### src/rtl/uart_pkg.sv
// Shared types and constants for the UART transmit arbiter.
// Latency: n/a (declarations only).
// Backpressure: n/a.
package uart_pkg;

    localparam int DATA_W = 8;

    typedef enum logic [1:0] {
        IDLE  = 2'd0,
        START = 2'd1,
        SEND  = 2'd2
    } uart_arb_state_t;

endpackage

### src/rtl/uart_rr_pick.sv
// Rotating-priority picker: first set request after last_grant, wrapping.
// Latency: combinational.
// Backpressure: none; found=0 when no request is set.
//
// Ports:
//   req        - request vector, one bit per requester
//   last_grant - index of the previous winner; search starts one above it
//   found      - at least one request bit is set
//   grant_idx  - index of the winning requester (0 when found=0)
module uart_rr_pick #(
    parameter int NUM_REQ = 4,
    parameter int IDX_W   = $clog2(NUM_REQ)
) (
    input  logic [NUM_REQ-1:0] req,
    input  logic [IDX_W-1:0]   last_grant,
    output logic               found,
    output logic [IDX_W-1:0]   grant_idx
);

    localparam logic [IDX_W:0] NUM_W = (IDX_W + 1)'(NUM_REQ);

    // One extra bit holds last_grant + k before the modulo fold, so
    // non-power-of-two NUM_REQ wraps correctly.
    logic [IDX_W:0]   sum;
    logic [IDX_W-1:0] idx;

    always_comb begin
        found     = 1'b0;
        grant_idx = '0;
        sum       = '0;
        idx       = '0;
        for (int k = 1; k <= NUM_REQ; k++) begin
            sum = {1'b0, last_grant} + (IDX_W + 1)'(k);
            if (sum >= NUM_W) begin
                sum = sum - NUM_W;
            end
            idx = sum[IDX_W-1:0];
            if (!found && req[idx]) begin
                found     = 1'b1;
                grant_idx = idx;
            end
        end
    end

endmodule

### src/rtl/uart_tx_arbiter.sv
// Round-robin share of one UART transmitter among NUM_REQ byte requesters.
// Latency: grant registered one edge after req is seen in IDLE; ack one edge after tx_busy rises.
// Backpressure: holds tx_start until tx_busy; no grants while the transmitter is busy.
//
// Ports:
//   clk, rst_n   - clock shared with uart_transmitter; async active-low reset
//   req          - per-requester level-held byte-valid
//   req_data     - requester i byte on [8i+7:8i], latched at grant
//   ack          - one-cycle pulse to the requester whose byte was accepted
//   grant_id     - requester currently being served
//   arb_busy     - high whenever not IDLE
//   timeout_err  - one-cycle pulse when tx_busy never rose within START_TIMEOUT
//   tx_in, tx_start, tx_busy - handshake with uart_transmitter
//
// Build option: define UART_ARB_PRIO0_EN to give requester 0 absolute
// priority; the remaining requesters then round-robin among themselves.
module uart_tx_arbiter
    import uart_pkg::*;
#(
    parameter int NUM_REQ       = 4,
    parameter int START_TIMEOUT = 1023
) (
    input  logic                        clk,
    input  logic                        rst_n,
    input  logic [NUM_REQ-1:0]          req,
    input  logic [DATA_W*NUM_REQ-1:0]   req_data,
    output logic [NUM_REQ-1:0]          ack,
    output logic [$clog2(NUM_REQ)-1:0]  grant_id,
    output logic                        arb_busy,
    output logic                        timeout_err,
    output logic [DATA_W-1:0]           tx_in,
    output logic                        tx_start,
    input  logic                        tx_busy
);

    localparam int IDX_W = $clog2(NUM_REQ);
    localparam int CNT_W = $clog2(START_TIMEOUT + 1);
    localparam logic [CNT_W-1:0] CNT_LAST = CNT_W'(START_TIMEOUT - 1);
    localparam logic [IDX_W-1:0] LAST_RST = IDX_W'(NUM_REQ - 1);

    uart_arb_state_t   state;
    logic [IDX_W-1:0]  last_grant;
    logic [CNT_W-1:0]  start_cnt;

    logic [DATA_W-1:0] req_bytes [NUM_REQ];

    logic [NUM_REQ-1:0] pick_req;
    logic               rr_found;
    logic [IDX_W-1:0]   rr_idx;
    logic               win_vld;
    logic [IDX_W-1:0]   win_idx;
    logic               win_upd_last;

    for (genvar i = 0; i < NUM_REQ; i++) begin : g_unpack
        assign req_bytes[i] = req_data[i*DATA_W +: DATA_W];
    end

    uart_rr_pick #(
        .NUM_REQ (NUM_REQ),
        .IDX_W   (IDX_W)
    ) u_pick (
        .req        (pick_req),
        .last_grant (last_grant),
        .found      (rr_found),
        .grant_idx  (rr_idx)
    );

`ifdef UART_ARB_PRIO0_EN
    // Requester 0 bypasses the rotation and does not move the pointer, so
    // the others keep their round-robin order across priority grants.
    always_comb begin
        pick_req     = {req[NUM_REQ-1:1], 1'b0};
        win_vld      = req[0] | rr_found;
        win_idx      = req[0] ? '0 : rr_idx;
        win_upd_last = !req[0];
    end
`else
    always_comb begin
        pick_req     = req;
        win_vld      = rr_found;
        win_idx      = rr_idx;
        win_upd_last = 1'b1;
    end
`endif

    always_ff @(posedge clk or negedge rst_n) begin
        if (!rst_n) begin
            state       <= IDLE;
            tx_start    <= 1'b0;
            tx_in       <= '0;
            ack         <= '0;
            grant_id    <= '0;
            arb_busy    <= 1'b0;
            timeout_err <= 1'b0;
            last_grant  <= LAST_RST;
            start_cnt   <= '0;
        end else begin
            ack         <= '0;
            timeout_err <= 1'b0;
            unique case (state)
                IDLE: begin
                    if (!tx_busy && win_vld) begin
                        tx_in     <= req_bytes[win_idx];
                        grant_id  <= win_idx;
                        tx_start  <= 1'b1;
                        arb_busy  <= 1'b1;
                        start_cnt <= '0;
                        state     <= START;
                        if (win_upd_last) begin
                            last_grant <= win_idx;
                        end
                    end
                end
                START: begin
                    // tx_busy wins over the timeout on the final count.
                    if (tx_busy) begin
                        tx_start      <= 1'b0;
                        ack[grant_id] <= 1'b1;
                        state         <= SEND;
                    end else if (start_cnt == CNT_LAST) begin
                        tx_start    <= 1'b0;
                        timeout_err <= 1'b1;
                        arb_busy    <= 1'b0;
                        state       <= IDLE;
                    end else begin
                        start_cnt <= start_cnt + CNT_W'(1);
                    end
                end
                SEND: begin
                    if (!tx_busy) begin
                        arb_busy <= 1'b0;
                        state    <= IDLE;
                    end
                end
                default: begin
                    tx_start <= 1'b0;
                    arb_busy <= 1'b0;
                    state    <= IDLE;
                end
            endcase
        end
    end

endmodule

### config.mk
export PLATFORM = sky130hd
export DESIGN_NAME = uart_tx_arbiter
export DESIGN_NICKNAME = d
export VERILOG_FILES = /design/src/rtl/uart_pkg.sv /design/src/rtl/uart_rr_pick.sv /design/src/rtl/uart_tx_arbiter.sv
export SDC_FILE = /design/constraint.sdc
export NUM_CORES = 1
export LEC_CHECK = 0
export CAP_MARGIN = 25
export CORE_MARGIN = 5
export CORE_UTILIZATION = 35
export DETAILED_ROUTE_END_ITERATION = 8
export PLACE_DENSITY_LB_ADDON = 0.25
export SKIP_CTS_REPAIR_TIMING = 1
export SLEW_MARGIN = 20
export SYNTH_ARGS = -nofsm -noshare
export SYNTH_HDL_FRONTEND = slang
export SYNTH_HIERARCHICAL = 1
export SYNTH_SLANG_ARGS = --single-unit
### constraint.sdc
create_clock -name clk -period 2.45 [get_ports clk]
set_clock_uncertainty 0.15 [all_clocks]
set_input_delay 0.49 -clock clk [delete_from_list [all_inputs] [get_ports clk]]
set_output_delay 0.49 -clock clk [all_outputs]
set_load 0.005 [all_outputs]
Word level (Yosys, flattened, before mapping)
Index checks and enable logic that the tools add are counted.
Word-level totals
  bits in registers: 31
  input bits: 39
  output and inout port bits: 17
  logic and storage cells: 102
Operators by class
  $add $sub $neg: 9
  magnitude comparators: 11
  eq/ne operators: 9
  mux-type cells: 46
  bitwise logic cells: 2
  reductions and logical operators: 16
Operators with widths (number)
  two-way mux 10 bit: 3
  two-way mux 2 bit: 12
  one-hot mux 10 bit (2 select lines): 1
  two-way mux 1 bit: 17
  binary-select mux 8 bit (select 2 bit): 1
  two-way mux 8 bit: 2
  >= comparator 3 bit, second input constant: 5
  < comparator 2 x 3 -> 1 bit, second input constant: 5
  adder 10 x 1 -> 10 bit, second input constant: 1
  equality test 10 bit, second input constant: 1
  != test 2 bit, second input constant: 5
  binary-select mux 1 bit (select 2 bit): 4
  two-way mux 4 bit: 2
  AND reduction 4 bit: 2
  subtractor 2 x 1 -> 2 bit, second input constant: 4
  adder 2 x 2 -> 3 bit, second input constant: 2
  one-hot mux 1 bit (3 select lines): 2
  one-hot mux 2 bit (3 select lines): 1
  AND reduction 3 bit: 2
  logical AND 1 bit: 5
  logical NOT 1 bit: 4
  adder 2 x 1 -> 3 bit, second input constant: 1
  adder 2 x 3 -> 3 bit, second input constant: 1
  != test 3 bit, second input constant: 1
  9 further kinds: 9

Logic depth before layout (Yosys ltp)
Gate-level depths: netlist of the first run.
  word-level depth: 19
  mapped depth: 8
  gate-level depth less buffers: 6

Hierarchy
The synthesis of the first run kept the hierarchy.
Modules (own cells, without submodules)
  uart_tx_arbiter: instances 1, cells each 157, area each 1644.1 µm², seq. area each 778.2 µm²
  uart_rr_pick: instances 1, cells each 14, area each 91.3 µm², seq. area each 0.0 µm²

Least setup slack after synthesis of the first run
No wires, ideal clock.
  path type: register to register
  from: register last_grant[1]
  to: register tx_in[0]
  setup time: 0.117 ns
  arrival: 1.765 ns
  slack: 0.418 ns
  stages on the path, launching flop included: 8
  path buffers: 1
  period minus slack after synthesis: 2.032 ns
  cell sequence: dfstp_2 nand2b_1 a21oi_2 o221ai_2 buf_2 mux4_2 nand2_1 nand2_1
Between the ends
  longest elaborated chain between the ends: 19
  elaborated cells on any way between the ends: 44
  classes of those cells: add/sub (8); order compare (4); mux (23); bitwise (1); reduce/logical (8)
RTL lines
  start: declaration: RTL line uart_tx_arbiter.sv:42  | logic [IDX_W-1:0] last_grant;
  start signal: assignment: RTL line uart_tx_arbiter.sv:110  | last_grant <= win_idx;
  adder 2 x 1 -> 3 bit: RTL line uart_rr_pick.sv:33  | sum = {1'b0, last_grant} + (IDX_W + 1)'(k);
  >= comparator 3 bit / subtractor 2 x 1 -> 2 bit (equally long branches): RTL line uart_rr_pick.sv:34, uart_rr_pick.sv:35
  two-way mux 2 bit: RTL line uart_rr_pick.sv:34  | if (sum >= NUM_W) begin
  binary-select mux 1 bit (select 2 bit): RTL line uart_rr_pick.sv:38  | if (!found && req[idx]) begin
  two-way mux 1 bit (not written as such): RTL line uart_rr_pick.sv:38
  two-way mux 1 bit: RTL line uart_rr_pick.sv:38
  logical NOT 1 bit: RTL line uart_rr_pick.sv:38
  logical AND 1 bit: RTL line uart_rr_pick.sv:38
  (+3 left out)
  two-way mux 1 bit: RTL line uart_rr_pick.sv:38
  logical NOT 1 bit: RTL line uart_rr_pick.sv:38
  logical AND 1 bit: RTL line uart_rr_pick.sv:38
  two-way mux 2 bit (*): RTL line uart_rr_pick.sv:38
  named net rr_idx[0]: RTL line uart_tx_arbiter.sv:49  | logic [IDX_W-1:0] rr_idx;
  NOT 2 -> 3 bit (not written as such) (*): RTL line uart_tx_arbiter.sv:103  | tx_in <= req_bytes[win_idx];
  binary-select mux 8 bit (select 2 bit) (*): RTL line uart_tx_arbiter.sv:103
  two-way mux 8 bit (not written as such) (*) (2 in a row): RTL line uart_tx_arbiter.sv:103
  end signal: assignment: RTL line uart_tx_arbiter.sv:103
  end: declaration: RTL line uart_tx_arbiter.sv:31  | output logic [DATA_W-1:0] tx_in,
The timed path passes the listed nets; every way through them passes the cells marked *. The select of a mux whose other input is x is not followed.
A chain may end at the register's enable or synchronous reset.

Final worst setup path of the first run
  from: input req[3]
  to: register tx_in[1]
Between the ends
  longest elaborated chain between the ends: 16
  elaborated cells on any way between the ends: 28
  classes of those cells: mux (19); bitwise (1); reduce/logical (8)
RTL lines
  start: declaration: RTL line uart_tx_arbiter.sv:25  | input logic [NUM_REQ-1:0] req,
  binary-select mux 1 bit (select 2 bit): RTL line uart_rr_pick.sv:38
  two-way mux 1 bit (not written as such): RTL line uart_rr_pick.sv:38
  two-way mux 1 bit: RTL line uart_rr_pick.sv:38
  logical NOT 1 bit: RTL line uart_rr_pick.sv:38
  logical AND 1 bit: RTL line uart_rr_pick.sv:38
  two-way mux 1 bit: RTL line uart_rr_pick.sv:38
  logical NOT 1 bit: RTL line uart_rr_pick.sv:38
  logical AND 1 bit: RTL line uart_rr_pick.sv:38
  two-way mux 1 bit: RTL line uart_rr_pick.sv:38
  logical NOT 1 bit: RTL line uart_rr_pick.sv:38
  logical AND 1 bit: RTL line uart_rr_pick.sv:38
  two-way mux 2 bit (*): RTL line uart_rr_pick.sv:38
  named net rr_idx[0]: RTL line uart_tx_arbiter.sv:49
  NOT 2 -> 3 bit (not written as such) (*): RTL line uart_tx_arbiter.sv:103
  binary-select mux 8 bit (select 2 bit) (*): RTL line uart_tx_arbiter.sv:103
  two-way mux 8 bit (not written as such) (*) (2 in a row): RTL line uart_tx_arbiter.sv:103
Marked as above.

==> results of run 1 <==
[worst min-delay path: cells and delay by family, from the launching register on]
family	cells	cell delay (ns)
flops	1	0.34
simple gates	2	0.10
[stage by stage]
stage / area, um^2 / hold slack, ns / setup TNS [ns] / power (uW) / instances
after global routing: 2537 / 0.3703 / 0 / 1906 / 305
after global placement: 2425 / 0.3089 / -0.1781 / 1300 / 297
after detailed placement: 2425 / 0.3119 / -0.4385 / 1305 / 297
after CTS: 2537 / 0.3288 / 0 / 1815 / 305
after floorplan: 1735 / 0.04441 / 0 / 977.2 / 171
final: 2537 / 0.3250 / 0 / 1788 / 305
[metal layers]
metal | vias to the layer above | GRT usage [%]
li1 | 750 | -
met1 | 729 | 17.04
met2 | 54 | 25.00
met3 | 9 | 5.045
met4 | 0 | 7.432
met5 | - | 0
[cell usage in the layout (no fill, tap or decap), types with 3 or more instances in the layout]
cell / synthesis / final
nand2_1: 37 / 37
a21oi_1: 6 / 6
mux4_2: 8 / 8
inv_1: 6 / 6
o41ai_1: 4 / 4
dfrtp_1: 29 / 29
nor2_1: 7 / 7
nand4_1: 3 / 3
or4b_1: 3 / 3
clkbuf_8: 0 / 5
nand2b_1: 5 / 5
buf_4: 0 / 12
clkdlybuf4s50_1: 0 / 55
nand3_1: 8 / 8
nor4_1: 4 / 4
o21ai_0: 7 / 7
[worst paths after layout]
check / from / endpoint / slack [ns]
max: req[3] / tx_in[1]$_DFFE_PN0P_ / 0.23
min: tx_in[2]$_DFFE_PN0P_ / tx_in[2]$_DFFE_PN0P_ / 0.32
max reg2reg: last_grant[1]$_DFFE_PN1P_ / tx_in[1]$_DFFE_PN0P_ / 0.38
min reg2reg: tx_in[2]$_DFFE_PN0P_ / tx_in[2]$_DFFE_PN0P_ / 0.32
max in group asynchronous: rst_n / last_grant[0]$_DFFE_PN1P_ / 1.38
min in group asynchronous: rst_n / start_cnt[0]$_DFFE_PN0P_ / 0.44
[cells by family after synthesis]
kind of cell | after synthesis
adder cells (fa/ha/maj) | 2
flip-flops | 31
AO/OA/AOI/OAI | 29
buffers and inverters | 15
AND/OR/NAND/NOR | 84
multiplexers | 10
[registers in the layout (all words and copies together), names as in the netlist]
register and flops:
tx_start 1, grant_id 2, state 2, start_cnt 10, tx_in 8, last_grant 2, arb_busy 1, ack 4
timeout_err 1
[power groups by stage]
stage               clock network [uW]  logic (uW)  registers [uW]
floorplan                            0         283             694
global placement                     0         594             706
detailed placement                   0         601             704
CTS                                516         603             697
global route                       534         658             714
finish                             500         592             696
[final cells by class]
class | count | area, um^2 | area share [%]
clock buffer | 5 | 68.82 | 2.712
clock inverter | 3 | 43.79 | 1.726
inverter | 6 | 22.52 | 0.8876
timing repair buffer | 68 | 660.6 | 26.04
multi-input combinational | 125 | 879.6 | 34.66
tap | 67 | 83.83 | 3.304
sequential | 31 | 778.2 | 30.67
==> flow_metrics.py, run 1 <==
metrics = {
    "placement": {
        "dp_slack_ns": -0.06390,
        "place_hpwl_um": 3374,
        "place.gp.congestion": 0.8054,
        "port_buffers": 55,
    },
    "sta": {
        "rsz0062_at_grt": "false",
        "max_slew_margin_pct": 72.08,
        "fin_crit_sh_pct": 90.55,
        "final-setup-viol-count": 0,
        "max_slew.worst_pin.slew_ns": 0.4157,
        "hold_viol_final": 0,
        "maxSlewViolCount": 0,
        "worst_slack_ns": 0.2315,
        "clock.fmax_mhz": 450.8,
        "min_period_ns": 2.218,
    },
    "min_path": {
        "min_path_cells": 2,
        "hp-class": "reg2reg",
    },
    "drt": {
        "routed_wl_um": 4280,
        "drt-pass1-iter-count": 4,
        "drc": 0,
        "wl_met2_um": 2042,
        "avgViaCountPerCell": 5.056,
        "ant_nets": 0,
        "top_layer": "met4",
        "wl_met1_um": 1763,
        "routedWlPerCell_um": 14.03,
        "num_vias": 1542,
        "wl_met3_um": 388,
        "drt_iter0_drc": 69,
    },
    "die": {
        "rows": 25,
        "design.core.area_um2": 4755,
        "initial_utilization_pct": 36.50,
        "die_h_um": 80.42,
        "die-area_um2": 6467,
        "ioPinCount": 56,
        "die-width_um": 80.42,
    },
    "yosys": {
        "async_flop_share_pct": 100.0,
        "synth_commonest_cells": "nand2_1, dfrtp_1, mux4_2, nand3_1",
        "syn_inst": 171,
        "synth_most_common_cell": "nand2_1",
        "synth_top_area_share_pct": 41.82,
        "synth_area_leader_cell": "dfrtp_1",
        "syn-cell-area_um2": 1735,
        "synth-seq-area-share_pct": 44.84,
        "synth-simple-area-share_pct": 26.03,
        "synth_edf_count": 0,
        "synth_top_flop_cell": "dfrtp_1",
        "synth.net_count": 212,
        "synthAdderAreaFrac_pct": 1.442,
        "ys_types": 45,
        "synth_xor_area_share_pct": 0,
        "synth-seq-cells": 31,
        "synth_area_leaders": "dfrtp_1, mux4_2, nand2_1",
        "synth_top_family_by_area": "simple AND/OR/NAND/NOR gates",
        "avgSynthCellArea_um2": 10.15,
        "muxShareOfSynthArea_pct": 11.54,
        "synth-compound-area-share_pct": 11.68,
        "ys_warn_count": 6,
    },
    "power_and_ir_drop": {
        "intPower_uw": 1286,
        "seq_power_share_pct": 38.9,
        "p_switching_uw": 502.0,
        "irDropWorstVdd_uv": 321.1,
        "p_per_area_nw_per_um2": 704.7,
        "sw_frac_of_total_pct": 28.07,
        "comb_power_share_pct": 33.1,
        "p_leak_uw": 0.001084,
        "clkPwrFrac_pct": 28.0,
    },
    "critical_path": {
        "crit_top_cell": "nand2_1",
        "worstPathCellList": "clkdlybuf4s50_1 > and2b_1 > a21oi_2 > o221ai_2 > buf_12 > mux4_2 > nand2_1 > nand2_1",
        "path_class": "in2reg",
        "crit_family": "buffers and inverters",
        "path_max_fanout": 9,
        "crit_path_end_kind": "flop",
        "critical_path_arrival_ns": 2.25,
        "critPathSlowestCell": "clkdlybuf4s50_1",
        "cp-start-kind": "primary input",
        "worstPathRequired_ns": 2.48,
        "path_depth": 8,
        "r2r_cells": 7,
        "cp_num_buf_inv": 2,
        "cpPeakStageDelay_ns": 0.52,
    },
    "global_routing": {
        "grt_overflow": 0,
        "grt_usage_pct": 14.99,
        "grt_pass1_wl_um": 7486,
        "grt_pass1_vias": 1667,
        "antenna_found_initial": 0,
        "grt_max_degree": 32,
    },
    "clock_tree": {
        "cts-root-buf": "clkbuf_8",
        "clkSinkCount": 31,
        "cts_tree": "built",
        "clockBufferDepth": 2,
        "clkTransAtPathRegs_ns": 0.07,
        "numCtsBuffers": 5,
        "insertion_delay_ns": 0.28,
        "htree_levels": 2,
    },
    "outcome": {
        "status": "complete, no violations",
    },
    "run": {
        "maxCapViolations": 0,
    },
    "layout": {
        "finish.utilization_pct": 53.37,
        "n_fill_cell": 470,
        "fin_nets": 278,
        "antenna_cells": 0,
        "syn2layout_area_growth_pct": 46.21,
        "drive_gt1_share_pct": 18.07,
    },
}
No activity file was read; power rests on OpenSTA's default activity.
==> inputs of run 2 (changes only) <==
--- a/config.mk
+++ b/config.mk
@@ -9,6 +9,7 @@
 export CORE_MARGIN = 5
 export CORE_UTILIZATION = 35
 export DETAILED_ROUTE_END_ITERATION = 8
+export GPL_ROUTABILITY_DRIVEN = 0
 export PLACE_DENSITY_LB_ADDON = 0.25
 export SKIP_CTS_REPAIR_TIMING = 1
 export SLEW_MARGIN = 20
@@ -16,3 +17,4 @@
 export SYNTH_HDL_FRONTEND = slang
 export SYNTH_HIERARCHICAL = 1
 export SYNTH_SLANG_ARGS = --single-unit
+export TNS_END_PERCENT = 1
==> results of run 2 <==
Same layout as run 1: the final DEF is identical, and so are final timing and power.
==> inputs of run 3 (changes only) <==
--- a/config.mk
+++ b/config.mk
@@ -5,6 +5,7 @@
 export SDC_FILE = /design/constraint.sdc
 export NUM_CORES = 1
 export LEC_CHECK = 0
+export ABC_AREA = 1
 export CAP_MARGIN = 25
 export CORE_MARGIN = 5
 export CORE_UTILIZATION = 35
==> run 3 against run 2 <==
Effect of this change: power is 87% higher; non-clock buffer count is 3 higher; setup slack got worse by 0.066 ns; combinational power grew to 3.6 times the previous value; first-iteration DRC count rose by 62%; die area increased by 11%; register-to-register slack got worse by 0.21 ns; worst hold slack about the same; sequential share of layout area is 2.7 points lower; critical path depth grew 7.
==> flow_metrics.py, run 3 <==
metrics = {
    "outcome": {
        "status": "complete, no violations",
    },
    "die": {
        "ioPinCount": 56,
        "initial_utilization_pct": 35.67,
        "die-area_um2": 7170,
        "die_h_um": 84.68,
        "die-width_um": 84.68,
        "rows": 27,
        "design.core.area_um2": 5473,
    },
    "yosys": {
        "synth-compound-area-share_pct": 11.60,
        "synth.net_count": 312,
        "muxShareOfSynthArea_pct": 0,
        "synth-simple-area-share_pct": 39.94,
        "synth_top_area_share_pct": 37.18,
        "synth_most_common_cell": "nand2_1",
        "synthAdderAreaFrac_pct": 1.282,
        "async_flop_share_pct": 100.0,
        "ys_warn_count": 6,
        "synth_xor_area_share_pct": 0.8974,
        "synth-seq-cells": 31,
        "ys_types": 29,
        "synth_edf_count": 0,
        "synth-seq-area-share_pct": 39.87,
        "synth_area_leader_cell": "dfrtp_1",
        "avgSynthCellArea_um2": 7.202,
        "syn-cell-area_um2": 1952,
        "synth_area_leaders": "dfrtp_1, nand2_1, o21ai_0",
        "synth_commonest_cells": "nand2_1, nor2_1, o21ai_0, dfrtp_1, nand3_1",
        "synth_top_flop_cell": "dfrtp_1",
        "synth_top_family_by_area": "simple AND/OR/NAND/NOR gates",
        "syn_inst": 271,
    },
    "layout": {
        "mostFrequentLayoutCell": "nand2_1",
        "final_cell_mix": "nand2_1, clkdlybuf4s50_1, nor2_1",
        "fin_nets": 381,
        "final_cells": 413,
        "antenna_cells": 0,
        "top_register": "start_cnt",
        "syn2layout_area_growth_pct": 42.50,
        "largest_reg_flops": 10,
        "n_fill_cell": 556,
        "reg_top3": "start_cnt x10, tx_in x8, ack x4",
        "finish.utilization_pct": 50.82,
        "drive_gt1_share_pct": 15.84,
    },
    "critical_path": {
        "path_max_fanout": 9,
        "cp-start-kind": "flop",
        "crit_family": "simple AND/OR/NAND/NOR gates",
        "path_class": "reg2reg",
        "cp_num_buf_inv": 4,
        "critical_path_arrival_ns": 2.31,
        "crit_top_cell": "nand2_1",
        "crit_path_end_kind": "flop",
        "worstPathRequired_ns": 2.47,
        "cpPeakStageDelay_ns": 0.65,
        "critPathSlowestCell": "dfstp_2",
        "worstPathCellList": "inv_6 > nand2_2 > nand2_1 > nand2_1 > nand2_2 > nor2_4 > buf_4 > nand3b_1 > nand3_2 > inv_1 > buf_4 > o21ai_0 > o21ai_0 > nand2_1 > nand2_1",
    },
    "sta": {
        "fin_crit_sh_pct": 93.26,
        "max_slew_margin_pct": 72.88,
        "rsz0062_at_grt": "true",
        "final-setup-viol-count": 0,
        "hold_viol_final": 0,
        "maxSlewViolCount": 0,
        "worst_slack_ns": 0.1651,
        "min_period_ns": 2.285,
        "clock.fmax_mhz": 437.7,
        "max_slew.worst_pin.slew_ns": 0.4068,
    },
    "power_and_ir_drop": {
        "clkPwrFrac_pct": 12.3,
        "seq_power_share_pct": 24.5,
        "sw_frac_of_total_pct": 43.92,
        "irDropWorstVdd_uv": 521.9,
        "intPower_uw": 1880,
        "p_per_area_nw_per_um2": 1205,
        "comb_power_share_pct": 63.2,
        "fin_total_pwr_uw": 3352,
        "p_switching_uw": 1472,
        "p_leak_uw": 0.001285,
    },
    "min_path": {
        "hp-class": "reg2reg",
    },
    "global_routing": {
        "antenna_found_initial": 0,
        "grt_pass1_wl_um": 8300,
        "grt_usage_pct": 13.89,
        "grt_overflow": 0,
        "grt_max_degree": 32,
        "grt_pass1_vias": 1919,
    },
    "drt": {
        "top_layer": "met4",
        "drt_iter0_drc": 112,
        "ant_nets": 0,
        "drt-pass1-iter-count": 4,
        "routed_wl_um": 4761,
        "wl_met3_um": 224,
        "routedWlPerCell_um": 11.53,
        "wl_met2_um": 2252,
        "num_vias": 1898,
        "wl_met1_um": 2227,
        "avgViaCountPerCell": 4.596,
        "drc": 0,
    },
    "clock_tree": {
        "cts-root-buf": "clkbuf_8",
        "clkTransAtPathRegs_ns": 0.07,
        "clockBufferDepth": 2,
        "numCtsBuffers": 5,
        "insertion_delay_ns": 0.28,
        "cts_tree": "built",
        "htree_levels": 2,
        "clkSinkCount": 31,
    },
    "placement": {
        "place_hpwl_um": 3653,
        "dp_slack_ns": -0.1939,
        "port_buffers": 55,
        "dpl.cell_count": 403,
    },
    "run": {
        "maxCapViolations": 0,
    },
}
[run 3: layout make-up]
| cell class | instances | area (um^2) | area share, % |
|---|---|---|---|
| Clock buffer | 7 | 86.33 | 3.104 |
| Clock inverter | 1 | 5.005 | 0.1799 |
| Inverter | 18 | 72.57 | 2.609 |
| Multi-Input combinational cell | 213 | 1054 | 37.88 |
| Sequential cell | 31 | 778.2 | 27.98 |
| Tap cell | 72 | 90.09 | 3.239 |
| Timing Repair Buffer | 71 | 695.7 | 25.01 |
[run 3: worst paths after layout]
| check | to | start | slack (ns) | depth (start not counted) |
|---|---|---|---|---|
| setup / recovery | tx_in[5]$_DFFE_PN0P_ | last_grant[0]$_DFFE_PN1P_ | 0.17 | 15 |
| hold / removal | tx_in[0]$_DFFE_PN0P_ | tx_in[0]$_DFFE_PN0P_ | 0.32 | 2 |
| setup reg to reg | tx_in[5]$_DFFE_PN0P_ | last_grant[0]$_DFFE_PN1P_ | 0.17 | 15 |
| hold reg to reg | tx_in[0]$_DFFE_PN0P_ | tx_in[0]$_DFFE_PN0P_ | 0.32 | 2 |
| max in group asynchronous | last_grant[1]$_DFFE_PN1P_ | rst_n | 1.37 | 2 |
| min in group asynchronous | start_cnt[8]$_DFFE_PN0P_ | rst_n | 0.45 | 2 |
[run 3: cells by family after synthesis]
group / Yosys count
simple gates: 167
buf+inv: 27
flops: 31
xor+xnor: 2
compound gates: 42
fa+ha+maj: 2
[run 3: worst register-to-register path, stage by stage, from the launching register on]
cell	delay (ns)
dfstp_2	0.65
inv_6	0.08
nand2_2	0.07
nand2_1	0.06
nand2_1	0.10
nand2_2	0.07
nor2_4	0.11
buf_4	0.12
nand3b_1	0.08
nand3_2	0.10
inv_1	0.06
buf_4	0.16
o21ai_0	0.14
o21ai_0	0.12
nand2_1	0.07
nand2_1	0.05
[run 3: power by group through the flow]
stage               sequential [uW]  combinational, uW  clock, uW
floorplan                       800               1290          0
global placement                834               2070          0
detailed placement              833               2090          0
CTS                             830               2100        426
global route                    853               2410        457
finish                          823               2120        411
[run 3: layer usage]
layer | vias to the layer above | global-route usage (%)
met3 | 6 | 3.827
met5 | - | 0
met4 | 0 | 3.597
li1 | 1011 | -
met2 | 34 | 23.27
met1 | 847 | 17.63
[run 3: stage by stage]
step	hold WS [ns]	instance area (um^2)	TNS (ns)
4_1_cts	0.3293	2761	0
5_1_grt	0.3554	2781	-0.06400
6_report	0.3246	2781	0
2_1_floorplan	0.04441	1952	0
3_5_place_dp	0.3133	2670	-2.578
3_3_place_gp	0.3056	2670	-1.956
